==> src/rtl/uart_tx_peripheral_if.sv <==
// Register-access bus for the UART transmitter peripheral.
// The master drives select, strobe, offset and write data; the slave returns read data.
interface uart_tx_peripheral_if;
    logic       cs;
    logic       we;
    logic [1:0] addr;
    logic [7:0] data_in;
    logic [7:0] data_out;

    modport master (
        output cs,
        output we,
        output addr,
        output data_in,
        input  data_out
    );

    modport slave (
        input  cs,
        input  we,
        input  addr,
        input  data_in,
        output data_out
    );
endinterface

==> src/rtl/uart_tx_peripheral.sv <==
// UART transmitter with CONFIG/STATUS/DATA/COMMAND registers and a one-byte holding buffer.
// Frames are 8N1, LSB first, each bit held for CLK_FREQ_HZ/BAUD_RATE clocks.
module uart_tx_peripheral #(
    parameter int unsigned CLK_FREQ_HZ = 20000000,
    parameter int unsigned BAUD_RATE   = 115200
) (
    input  logic                 clk,
    input  logic                 reset_n,
    uart_tx_peripheral_if.slave  bus,
    output logic                 tx_serial,
    output logic                 tx_busy
);

    localparam int unsigned CLKS_RAW     = CLK_FREQ_HZ / BAUD_RATE;
    localparam int unsigned CLKS_PER_BIT = (CLKS_RAW < 2) ? 2 : CLKS_RAW;
    localparam int unsigned CNT_W        = $clog2(CLKS_PER_BIT);
    localparam logic [CNT_W-1:0] CNT_LAST = CNT_W'(CLKS_PER_BIT - 1);

    localparam logic [1:0] ADDR_CONFIG  = 2'b00;
    localparam logic [1:0] ADDR_STATUS  = 2'b01;
    localparam logic [1:0] ADDR_DATA    = 2'b10;
    localparam logic [1:0] ADDR_COMMAND = 2'b11;

    typedef enum logic [1:0] {
        S_UART_TX_IDLE      = 2'b00,
        S_UART_TX_START     = 2'b01,
        S_UART_TX_SEND_DATA = 2'b10,
        S_UART_TX_STOP      = 2'b11
    } uart_fsm_state_t;

    uart_fsm_state_t  state_q, state_d;
    logic [CNT_W-1:0] cnt_q, cnt_d;
    logic [2:0]       bit_idx_q, bit_idx_d;
    logic [7:0]       shift_q, shift_d;
    logic [7:0]       buf_q, buf_d;
    logic             buf_full_q, buf_full_d;
    logic             overrun_q, overrun_d;
    logic             tx_en_q, tx_en_d;
    logic             tx_serial_q, tx_serial_d;

    logic wr, data_wr, cfg_wr, cmd_wr, take, cnt_done;

    always_comb begin
        wr       = bus.cs && bus.we;
        cfg_wr   = wr && (bus.addr == ADDR_CONFIG);
        data_wr  = wr && (bus.addr == ADDR_DATA);
        cmd_wr   = wr && (bus.addr == ADDR_COMMAND);
        take     = (state_q == S_UART_TX_IDLE) && buf_full_q && tx_en_q;
        cnt_done = (cnt_q == CNT_LAST);

        state_d    = state_q;
        cnt_d      = cnt_q;
        bit_idx_d  = bit_idx_q;
        shift_d    = shift_q;
        buf_d      = buf_q;
        buf_full_d = buf_full_q;
        overrun_d  = overrun_q;
        tx_en_d    = tx_en_q;

        case (state_q)
            S_UART_TX_IDLE: begin
                if (take) begin
                    shift_d = buf_q;
                    cnt_d   = '0;
                    state_d = S_UART_TX_START;
                end
            end
            S_UART_TX_START: begin
                if (cnt_done) begin
                    cnt_d     = '0;
                    bit_idx_d = '0;
                    state_d   = S_UART_TX_SEND_DATA;
                end else begin
                    cnt_d = cnt_q + CNT_W'(1);
                end
            end
            S_UART_TX_SEND_DATA: begin
                if (cnt_done) begin
                    cnt_d = '0;
                    if (bit_idx_q == 3'd7) begin
                        state_d = S_UART_TX_STOP;
                    end else begin
                        bit_idx_d = bit_idx_q + 3'd1;
                        shift_d   = shift_q >> 1;
                    end
                end else begin
                    cnt_d = cnt_q + CNT_W'(1);
                end
            end
            S_UART_TX_STOP: begin
                if (cnt_done) begin
                    cnt_d   = '0;
                    state_d = S_UART_TX_IDLE;
                end else begin
                    cnt_d = cnt_q + CNT_W'(1);
                end
            end
            default: state_d = S_UART_TX_IDLE;
        endcase

        // A write landing on the same edge the FSM drains the buffer refills it cleanly.
        if (take) begin
            buf_full_d = 1'b0;
        end
        if (data_wr) begin
            if (!buf_full_q || take) begin
                buf_d      = bus.data_in;
                buf_full_d = 1'b1;
            end else begin
                overrun_d = 1'b1;
            end
        end
        if (cmd_wr && bus.data_in[0]) begin
            overrun_d = 1'b0;
        end
        if (cfg_wr) begin
            tx_en_d = bus.data_in[0];
        end

        // Line level follows the next state so the output flop lines up with the state flop.
        case (state_d)
            S_UART_TX_START:     tx_serial_d = 1'b0;
            S_UART_TX_SEND_DATA: tx_serial_d = shift_d[0];
            default:             tx_serial_d = 1'b1;
        endcase
    end

    always_ff @(posedge clk or negedge reset_n) begin
        if (!reset_n) begin
            state_q     <= S_UART_TX_IDLE;
            cnt_q       <= '0;
            bit_idx_q   <= '0;
            shift_q     <= '0;
            buf_q       <= '0;
            buf_full_q  <= 1'b0;
            overrun_q   <= 1'b0;
            tx_en_q     <= 1'b1;
            tx_serial_q <= 1'b1;
        end else begin
            state_q     <= state_d;
            cnt_q       <= cnt_d;
            bit_idx_q   <= bit_idx_d;
            shift_q     <= shift_d;
            buf_q       <= buf_d;
            buf_full_q  <= buf_full_d;
            overrun_q   <= overrun_d;
            tx_en_q     <= tx_en_d;
            tx_serial_q <= tx_serial_d;
        end
    end

    assign tx_serial = tx_serial_q;
    assign tx_busy   = (state_q != S_UART_TX_IDLE);

    always_comb begin
        bus.data_out = '0;
        if (bus.cs && !bus.we) begin
            case (bus.addr)
                ADDR_CONFIG: bus.data_out = {7'b0, tx_en_q};
                ADDR_STATUS: bus.data_out = {5'b0, overrun_q, buf_full_q, tx_busy};
                default:     bus.data_out = '0;
            endcase
        end
    end

endmodule
==> src/flat_wrapper.sv <==
// flat-port wrapper written by rule: the top's interface ports become plain ports
module uart_tx_peripheral_flat 
#(
    parameter int unsigned CLK_FREQ_HZ = 20000000,
    parameter int unsigned BAUD_RATE   = 115200
)
  (clk, reset_n, tx_serial, tx_busy, bus_cs, bus_we, bus_addr, bus_data_in, bus_data_out);
  uart_tx_peripheral_if bus_i ();
  input  logic clk;
  input  logic reset_n;
  output logic tx_serial;
  output logic tx_busy;
  input wire logic [$bits(bus_i.cs)-1:0] bus_cs;
  input wire logic [$bits(bus_i.we)-1:0] bus_we;
  input wire logic [$bits(bus_i.addr)-1:0] bus_addr;
  input wire logic [$bits(bus_i.data_in)-1:0] bus_data_in;
  output wire logic [$bits(bus_i.data_out)-1:0] bus_data_out;
  assign bus_i.cs = bus_cs;
  assign bus_i.we = bus_we;
  assign bus_i.addr = bus_addr;
  assign bus_i.data_in = bus_data_in;
  assign bus_data_out = bus_i.data_out;
  uart_tx_peripheral #(.CLK_FREQ_HZ(CLK_FREQ_HZ), .BAUD_RATE(BAUD_RATE)) u_core (.clk(clk), .reset_n(reset_n), .bus(bus_i), .tx_serial(tx_serial), .tx_busy(tx_busy));
endmodule
==> config.mk <==
export PLATFORM = sky130hd
export DESIGN_NAME = uart_tx_peripheral_flat
export DESIGN_NICKNAME = d
export VERILOG_FILES = /design/src/rtl/uart_tx_peripheral_if.sv /design/src/rtl/uart_tx_peripheral.sv /design/src/flat_wrapper.sv
export SDC_FILE = /design/constraint.sdc
export NUM_CORES = 1
export LEC_CHECK = 0
export CAP_MARGIN = 20
export CORE_ASPECT_RATIO = 2
export CORE_MARGIN = 2
export CORE_UTILIZATION = 25
export DETAILED_ROUTE_END_ITERATION = 10
export PLACE_DENSITY = 0.51
export RECOVER_POWER = 100
export SLEW_MARGIN = 20
export SYNTH_ARGS = -nofsm -noshare
export SYNTH_HDL_FRONTEND = slang
export SYNTH_SLANG_ARGS = --single-unit
==> constraint.sdc <==
create_clock -name clk -period 2.1 [get_ports clk]
set_input_delay 0.525 -clock clk [delete_from_list [all_inputs] [get_ports clk]]
set_output_delay 0.525 -clock clk [all_outputs]
set_load 0.01 [all_outputs]
### Yosys cells after proc, flatten, opt, wreduce, memory -nomap -nowiden

Cells that the tools add are included.

| word-level totals | value |
|---|---|
| register bits | 33 |
| output and inout port bits | 10 |
| word-level logic and storage cells | 75 |

| operators by class | value |
|---|---|
| add/subtract/negate cells | 2 |
| equality and inequality tests | 15 |
| mux-type cells | 26 |
| reduce and logical (&&, ||, !) cells | 22 |

Operators with widths:

| kind | count |
|---|---|
| 2-to-1 mux 8 bit | 6 |
| case mux 8 bit (2 select lines) | 2 |
| case mux 3 bit (2 select lines) | 2 |
| == test 2 bit, second input constant | 5 |
| 2-to-1 mux 2 bit | 5 |
| 2-to-1 mux 3 bit | 3 |
| adder 8 x 1 -> 8 bit, second input constant | 1 |
| == test 8 bit, second input constant | 1 |
| logical AND 1 bit | 8 |
| case mux 2 bit (4 select lines) | 1 |
| AND reduction 4 bit | 2 |
| nonzero test 2 bit | 4 |
| == test 2 x 1 -> 1 bit, second input constant | 3 |
| 2-to-1 mux 1 bit | 6 |
| inequality test 2 x 1 -> 1 bit, second input constant | 3 |
| zero test 2 bit | 2 |
| inequality test 2 bit, second input constant | 2 |
| AND reduction 2 bit | 2 |
| adder 3 x 1 -> 3 bit, second input constant | 1 |
| == test 3 bit, second input constant | 1 |
| OR reduction 3 bit | 1 |
| zero test 1 bit | 2 |
| case mux 1 bit (2 select lines) | 1 |
| logical OR 1 bit | 1 |

### Logic depth before layout (Yosys ltp)

Gate-level depths: netlist (run 1).

| depth | value |
|---|---|
| depth after elaboration | 7 |
| gate-level depth with buffers | 8 |
| depth with buffers taken out | 7 |

### Least setup slack after synthesis (run 1)

No wires, ideal clock.

| path | value |
|---|---|
| kind | reg-to-reg |
| start point | reg u_core.bit_idx_q[0] |
| end point | reg u_core.tx_serial_q, in the netlist u_core.tx_serial |
| setup time | 78 ps |
| arrival | 1775 ps |
| data required time | 2022 ps |
| slack | 248 ps |
| cell stages (with the launch flop) | 8 |
| buffers on the path | 0 |
| path through | dfrtp_1 -> ha_1 -> ha_1 -> nand2b_1 -> nor4_4 -> mux2i_1 -> a21oi_1 -> o22ai_1 |

| between the ends | value |
|---|---|
| elaborated cells on any way between the ends | 10 |
| those cells by class | eq/ne: 3; mux: 7 |

RTL lines:

| item | RTL line | RTL |
|---|---|---|
| from (decl) | uart_tx_peripheral.sv:33 | `logic [2:0] bit_idx_q, bit_idx_d;` |
| from (signal assigned) | uart_tx_peripheral.sv:142 | `bit_idx_q <= bit_idx_d;` |
| == test 3 bit | uart_tx_peripheral.sv:80 | `if (bit_idx_q == 3'd7) begin` |
| 2-to-1 mux 8 bit | uart_tx_peripheral.sv:80 |  |
| 2-to-1 mux 8 bit | uart_tx_peripheral.sv:78 | `if (cnt_done) begin` |
| case mux 8 bit (2 select lines) | uart_tx_peripheral.sv:60 | `case (state_q)` |
| named net u_core.shift_d[0] | uart_tx_peripheral.sv:34 | `logic [7:0] shift_q, shift_d;` |
| case mux 1 bit (2 select lines) | uart_tx_peripheral.sv:121 | `case (state_d)` |
| named net u_core.tx_serial_d | uart_tx_peripheral.sv:39 | `logic tx_serial_q, tx_serial_d;` |
| to (signal assigned) | uart_tx_peripheral.sv:148 | `tx_serial_q <= tx_serial_d;` |
| to (decl) | uart_tx_peripheral.sv:39 |  |

The timed path passes the listed nets, and every way through them passes these cells. The select of a mux whose other input is x is not followed.
A chain may end at the register's enable or synchronous reset.

### Worst setup path after layout (run 1)

| path | value |
|---|---|
| start point | in bus_addr[0] |
| end point | out bus_data_out[0] |

| between the ends | value |
|---|---|
| word-level cells in the longest chain between the ends | 3 |
| elaborated cells on any way between the ends | 4 |
| those cells by class | eq/ne: 1; mux: 2; reduce/logical: 1 |

RTL lines:

| item | RTL line | RTL |
|---|---|---|
| from (decl) | flat_wrapper.sv:15 | `input wire logic [$bits(bus_i.addr)-1:0] bus_addr;` |
| == test 2 x 1 -> 1 bit or zero test 2 bit (tied branches) | uart_tx_peripheral.sv:158 | `case (bus.addr)` |
| case mux 3 bit (2 select lines) * | uart_tx_peripheral.sv:158 |  |
| 2-to-1 mux 8 bit * | uart_tx_peripheral.sv:157 | `if (bus.cs && !bus.we) begin` |
| to (decl) | flat_wrapper.sv:17 | `output wire logic [$bits(bus_i.data_out)-1:0] bus_data_out;` |

Mark *: on every way between the ends. The rest lies on a longest branch, timed or not.

==> flow_summary_export.csv, run 1 <==
group,metric,value,unit
outcome,status,"finished clean",
sta,finalHoldViolCount,0,
place,port_buffers,18,
routing,drt_first_iter_violations,86,
die,core,6516,µm²
yosys,synth_edf_count,0,
finish,design_area,2211,µm²
die,die_height,119.3,µm
yosys,synth_ff_type,"dfrtp_1",
sta,fmax,493.8,MHz
sta,setup_violations,0,
critical_path,crit_type,"in -> out",
sta,min_period,2025,ps
yosys,ys_seq_elements,33,
sta,hold_slack,476.4,ps
finish,area_growth,33.16,%
yosys,async_flop_share,1.000,
critical_path,cp_max_fo,5,
routing,via_per_inst,4.455,
critical_path,cp.arrival,1500,ps
routing,drtPass1Iterations,4,
sta,worstMarginPinSlew,822.8,ps
finish,fin_nets,215,
sta,period_share,0.9644,
cts,postCtsHoldBufs,0,
global_route,grt_max_degree,34,
job,cap_violations,0,
yosys,ys_types,37,
critical_path,path_cells,"dlygate4sd3_1, nand2_1, o211a_1, buf_2",
cts,cts_buffers,5,
die,row_count,42,
power,p_per_area,1140,nW/µm²
yosys,ys_seq_area_frac,0.4989,
routing,wl,3362,µm
routing,ant_nets,0,
routing,post_drt_wl_per_cell,11.76,µm
cts,path_clk_slew,60,ps
die,die_area,7349,µm²
critical_path,critical-path-slowest-cell,"dlygate4sd3_1",
critical_path,cpPeakStageDelay,600,ps
sta,fin_skew,7.529,ps
cts,clock_latency,280,ps
power,leakagePower,0.9830,nW
sta,drv_slew,0,
place,dp_hpwl,2463,µm
finish,final_cell_mix,"30 x dfrtp_1, 26 x nand2_1, 18 x o21ai_0",
cts,cts_tree,"done",
die,start_util,0.2548,
critical_path,crit_required,1570,ps
place,gp_congestion,0.8069,
yosys,netlist_instances,162,
global_route,grt_pass1_vias,1279,
cts,cts-root-buf,"clkbuf_16",
routing,vias,1274,
global_route,antenna_found_initial,0,
power,ir_drop,0.0006675,V
yosys,postSynthAreaPerCell,10.25,µm²
global_route,overflow,0,
cts,cts.htree.levels,2,
cts,clock-sinks,33,
die,die_x,61.63,µm
finish,drive_above_1_share,0.2222,
die,io-pin-count,24,
yosys,syn_area,1660,µm²
sta,slew_headroom,0.4514,
yosys,yosysWarnings,0,
min_path,hold_class,"reg -> reg",
critical_path,crit_path_start_kind,"primary input",
critical_path,crit_path_end_kind,"output port",
cts,cts.path.max_buffers,2,
finish,final_common_cell,"dfrtp_1",
place,placed_cell_area,2028,µm²
global_route,grt_usage,0.1021,
global_route,grt_pass1_wl,5823,µm
routing,drc,0,
finish,insertedDiodeCount,0,
## through the flow
stage               cells  worst slack, ps  TNS, ps  power (mW)    util
floorplan             166            247.8        0       1.415       -
global placement      276           -400.0    -1499       1.642  0.3113
detailed placement    276           -475.0    -1756       1.663  0.3113
CTS                   285            43.44        0       2.529  0.3381
global route          286           -8.608   -8.608       2.701  0.3393
finish                286            74.86        0       2.521  0.3393
## synthesized netlist by cell type (all sizes together), types with 2 or more instances
cell type	instances	area, µm²
a211oi	2	32.53
a21oi	3	15.01
a22oi	8	60.06
a31oi	2	12.51
and3	4	25.02
buf	9	57.56
dfrtp	31	775.7
dfstp	2	52.55
ha	4	50.05
inv	6	22.52
mux2	8	90.09
mux2i	2	20.02
nand2	26	97.59
nand2b	2	12.51
nand3	4	20.02
nand4	2	12.51
nor2	9	41.29
o21ai	18	90.09
o2bb2ai	2	17.52
o31ai	3	22.52
xnor2	2	17.52
## final cells by class
cell class              instances  area, µm²
clock buffers                   5      125.1
clock inverters                 3      46.29
fillers                       694       4305
inverters                       6      22.52
multi-input cells             117      784.5
flip-flops and latches         33      829.5
well taps                      88      110.1
repair buffers                 34      292.8
## final timing paths
kind                                            startpoint                       endpoint  slack (ps)  depth (start not counted)
setup / recovery                               bus_addr[0]                bus_data_out[0]          70                          4
hold / removal                 u_core.buf_q[7]$_DFFE_PN0P_  u_core.shift_q[7]$_DFFE_PN0P_         480                          2
setup reg to reg           u_core.bit_idx_q[0]$_DFFE_PN0P_     u_core.tx_serial$_DFF_PN1_         120                          7
hold reg to reg                u_core.buf_q[7]$_DFFE_PN0P_  u_core.shift_q[7]$_DFFE_PN0P_         480                          2
max in group asynchronous                          reset_n    u_core.state_q[1]$_DFF_PN0_         650                          2
min in group asynchronous                          reset_n    u_core.cnt_q[0]$_DFFE_PN0P_         870                          2
## where the power goes
group	leakage, nW	internal, mW	switching [mW]
sequential	0.415	0.856	0.184
clock	0.0800	0.561	0.285
combinational	0.488	0.323	0.312
total	0.983	1.74	0.781
## per-layer routing
layer	track usage	part of all wire	up-vias
met5	0	0	-
met1	0.1414	0.45	607
met2	0.1533	0.50	27
met3	0.02932	0.040	5
met4	0.02793	0.011	0
li1	-	-	635
## sequential cells by signal (all words and copies together) (netlist names)
register / count
u_core.bit_idx_q: 3
u_core.buf_full_q: 1
u_core.buf_q: 8
u_core.cnt_q: 8
u_core.overrun_q: 1
u_core.shift_q: 8
u_core.state_q: 2
u_core.tx_en_q: 1
u_core.tx_serial: 1
## worst max-delay path: cells and delay by family
family                 cells  cell delay (ps)
and+or+nand+nor            1              100
AOI/OAI and AO/OA          1              150
buffers and inverters      2              730
## logic make-up after synthesis
logic type,synth area share
buffers and inverters,0.05049
adder cells (fa/ha/maj),0.03014
AND/OR/NAND/NOR,0.1695
XOR/XNOR,0.01055
flip-flops,0.4989
AO/OA/AOI/OAI,0.1718
multiplexers,0.06632
other,0.002259
## what timing repair did
item                                    4_1_cts  5_1_grt
endpoints found under the hold margin         0        0
endpoints found under the setup margin        4        5
setup buffers                                 1        1
pin swaps                                     5        2
gates resized for setup                      14        4
Note: power is estimated with default switching activity, not from simulation.
==> inputs of run 2 (changes only) <==
SLEW_MARGIN = 0   (was 20)
==> results of run 2 <==
The final DEF is identical to that of run 1; final timing and power are the same.
==> inputs of run 3 (changes only) <==
RECOVER_POWER = unset   (was 100)
==> flow_summary_export.csv, run 3 (synthesized netlist as in run 1, its figures left out) <==
group,metric,value,unit
power,swShare,0.3092,
power,power_frac_comb,0.253,
die,die_area,7349,µm²
sta,min_period,2031,ps
die,io-pin-count,24,
min_path,hold_depth,2,
power,p_per_area,1138,nW/µm²
sta,setup_violations,0,
global_route,grt_max_degree,34,
sta,finalHoldViolCount,0,
routing,via_per_inst,4.465,
cts,path_clk_slew,60,ps
power,pwr-share-seq,0.412,
routing,topRoutingLayerUsed,"met4",
sta,period_share,0.9671,
routing,post_drt_wl_per_cell,11.73,µm
global_route,grt_pass1_wl,5823,µm
sta,setup_tns,0,ps
critical_path,cp_max_fo,5,
min_path,hold_class,"reg -> reg",
routing,drc,0,
routing,wl_met3,138,µm
cts,clock_latency,280,ps
power,p_total,2.526,mW
finish,final_cell_mix,"30 x dfrtp_1, 26 x nand2_1, 18 x o21ai_0",
finish,final_common_cell,"dfrtp_1",
cts,cts-root-buf,"clkbuf_16",
cts,cts_buffers,5,
critical_path,crit_path_start_kind,"flip-flop",
place,gp_congestion,0.8069,
die,die_x,61.63,µm
finish,fin_util,0.3408,
sta,slew_headroom,0.6762,
finish,finalNonFillerCells,286,
finish,area_growth,33.76,%
global_route,grt_pass1_vias,1279,
outcome,status,"finished clean",
sta,worstMarginPinSlew,478.9,ps
place,port_buffers,18,
global_route,antenna_found_initial,0,
sta,setup_slack,69.16,ps
min_path,holdCritStartpoint,"u_core.buf_q[7]$_DFFE_PN0P_",
power,switching_power,0.7811,mW
finish,design_area,2221,µm²
min_path,hold_end,"u_core.shift_q[7]$_DFFE_PN0P_",
cts,clock-sinks,33,
sta,hold_slack,472.4,ps
die,start_util,0.2548,
finish,insertedDiodeCount,0,
cts,postCtsHoldBufs,0,
routing,drtPass1Iterations,4,
place,dp_hpwl,2463,µm
sta,fin_skew,7.751,ps
routing,ant_nets,0,
power,power_frac_clock,0.335,
routing,vias,1277,
routing,wl,3355,µm
finish,fin_nets,215,
cts,cts.path.max_buffers,2,
cts,cts.htree.levels,2,
die,row_count,42,
routing,met1Wirelength,1515,µm
job,cap_violations,0,
power,leakagePower,0.9907,nW
routing,drt_first_iter_violations,68,
critical_path,ff2ff_path_depth,7,
global_route,grt_usage,0.1021,
place,placed_cell_area,2028,µm²
global_route,overflow,0,
finish,top_regs,"u_core.buf_q x8, u_core.cnt_q x8, u_core.shift_q x8",
sta,fmax,492.4,MHz
critical_path,crit_type,"reg -> out",
critical_path,cp.arrival,1510,ps
place,place_ws,-475.0,ps
critical_path,timing.rr.start,"u_core.bit_idx_q[0]$_DFFE_PN0P_",
critical_path,crit_required,1570,ps
finish,drive_above_1_share,0.2374,
critical_path,r2r_slack,120,ps
die,core,6516,µm²
place,dp.cells,276,
routing,route.met2.wl,1664,µm
critical_path,crit_path_end_kind,"output port",
die,die_height,119.3,µm
cts,cts_tree,"done",
sta,drv_slew,0,
critical_path,r2r-end,"u_core.tx_serial$_DFF_PN1_",
power,ir_drop,0.0006684,V
power,p_int,1.745,mW
[run 3: layer usage]
layer,up-vias,global-route usage
met5,-,0
met4,0,0.02793
met3,5,0.02932
met2,25,0.1533
met1,611,0.1414
li1,636,-
[run 3: final cells by class]
class	instances	area [µm²]
clock buffer	5	125.1
sequential	33	829.5
tap	88	110.1
inverter	6	22.52
multi-input combinational	117	784.5
fill	692	4295
timing repair buffer	34	302.8
clock inverter	3	46.29
[run 3: worst max-delay path by stage]
stage | from | to | cells past startpoint
floorplan | u_core.bit_idx_q[0]$_DFFE_PN0P_ | u_core.tx_serial$_DFF_PN1_ | 7
global placement | bus_cs | bus_data_out[1] | 4
detailed placement | bus_cs | bus_data_out[0] | 4
CTS | bus_cs | bus_data_out[2] | 4
global route | u_core.bit_idx_q[0]$_DFFE_PN0P_ | u_core.tx_serial$_DFF_PN1_ | 7
finish | u_core.state_q[0]$_DFF_PN0_ | tx_busy | 3
[run 3: worst max-delay path, cell delays in order, from the launching register on]
cell,delay [ps]
dfrtp_1,500
nor2_4,70
inv_1,110
clkdlybuf4s50_1,550
[run 3: what timing repair did]
action | CTS | global route
buffers inserted | 1 | 1
pin swaps | 5 | 2
gates resized for setup | 14 | 4
cloned | 0 | 0
endpoints found under the setup margin | 4 | 5
[run 3: power by group through the flow]
stage / clock (mW) / sequential, mW / combinational [mW]
CTS: 0.858 / 1.04 / 0.629
global route: 0.895 / 1.08 / 0.731
global placement: 0 / 1.05 / 0.591
detailed placement: 0 / 1.05 / 0.610
finish: 0.845 / 1.04 / 0.639
floorplan: 0 / 0.988 / 0.426
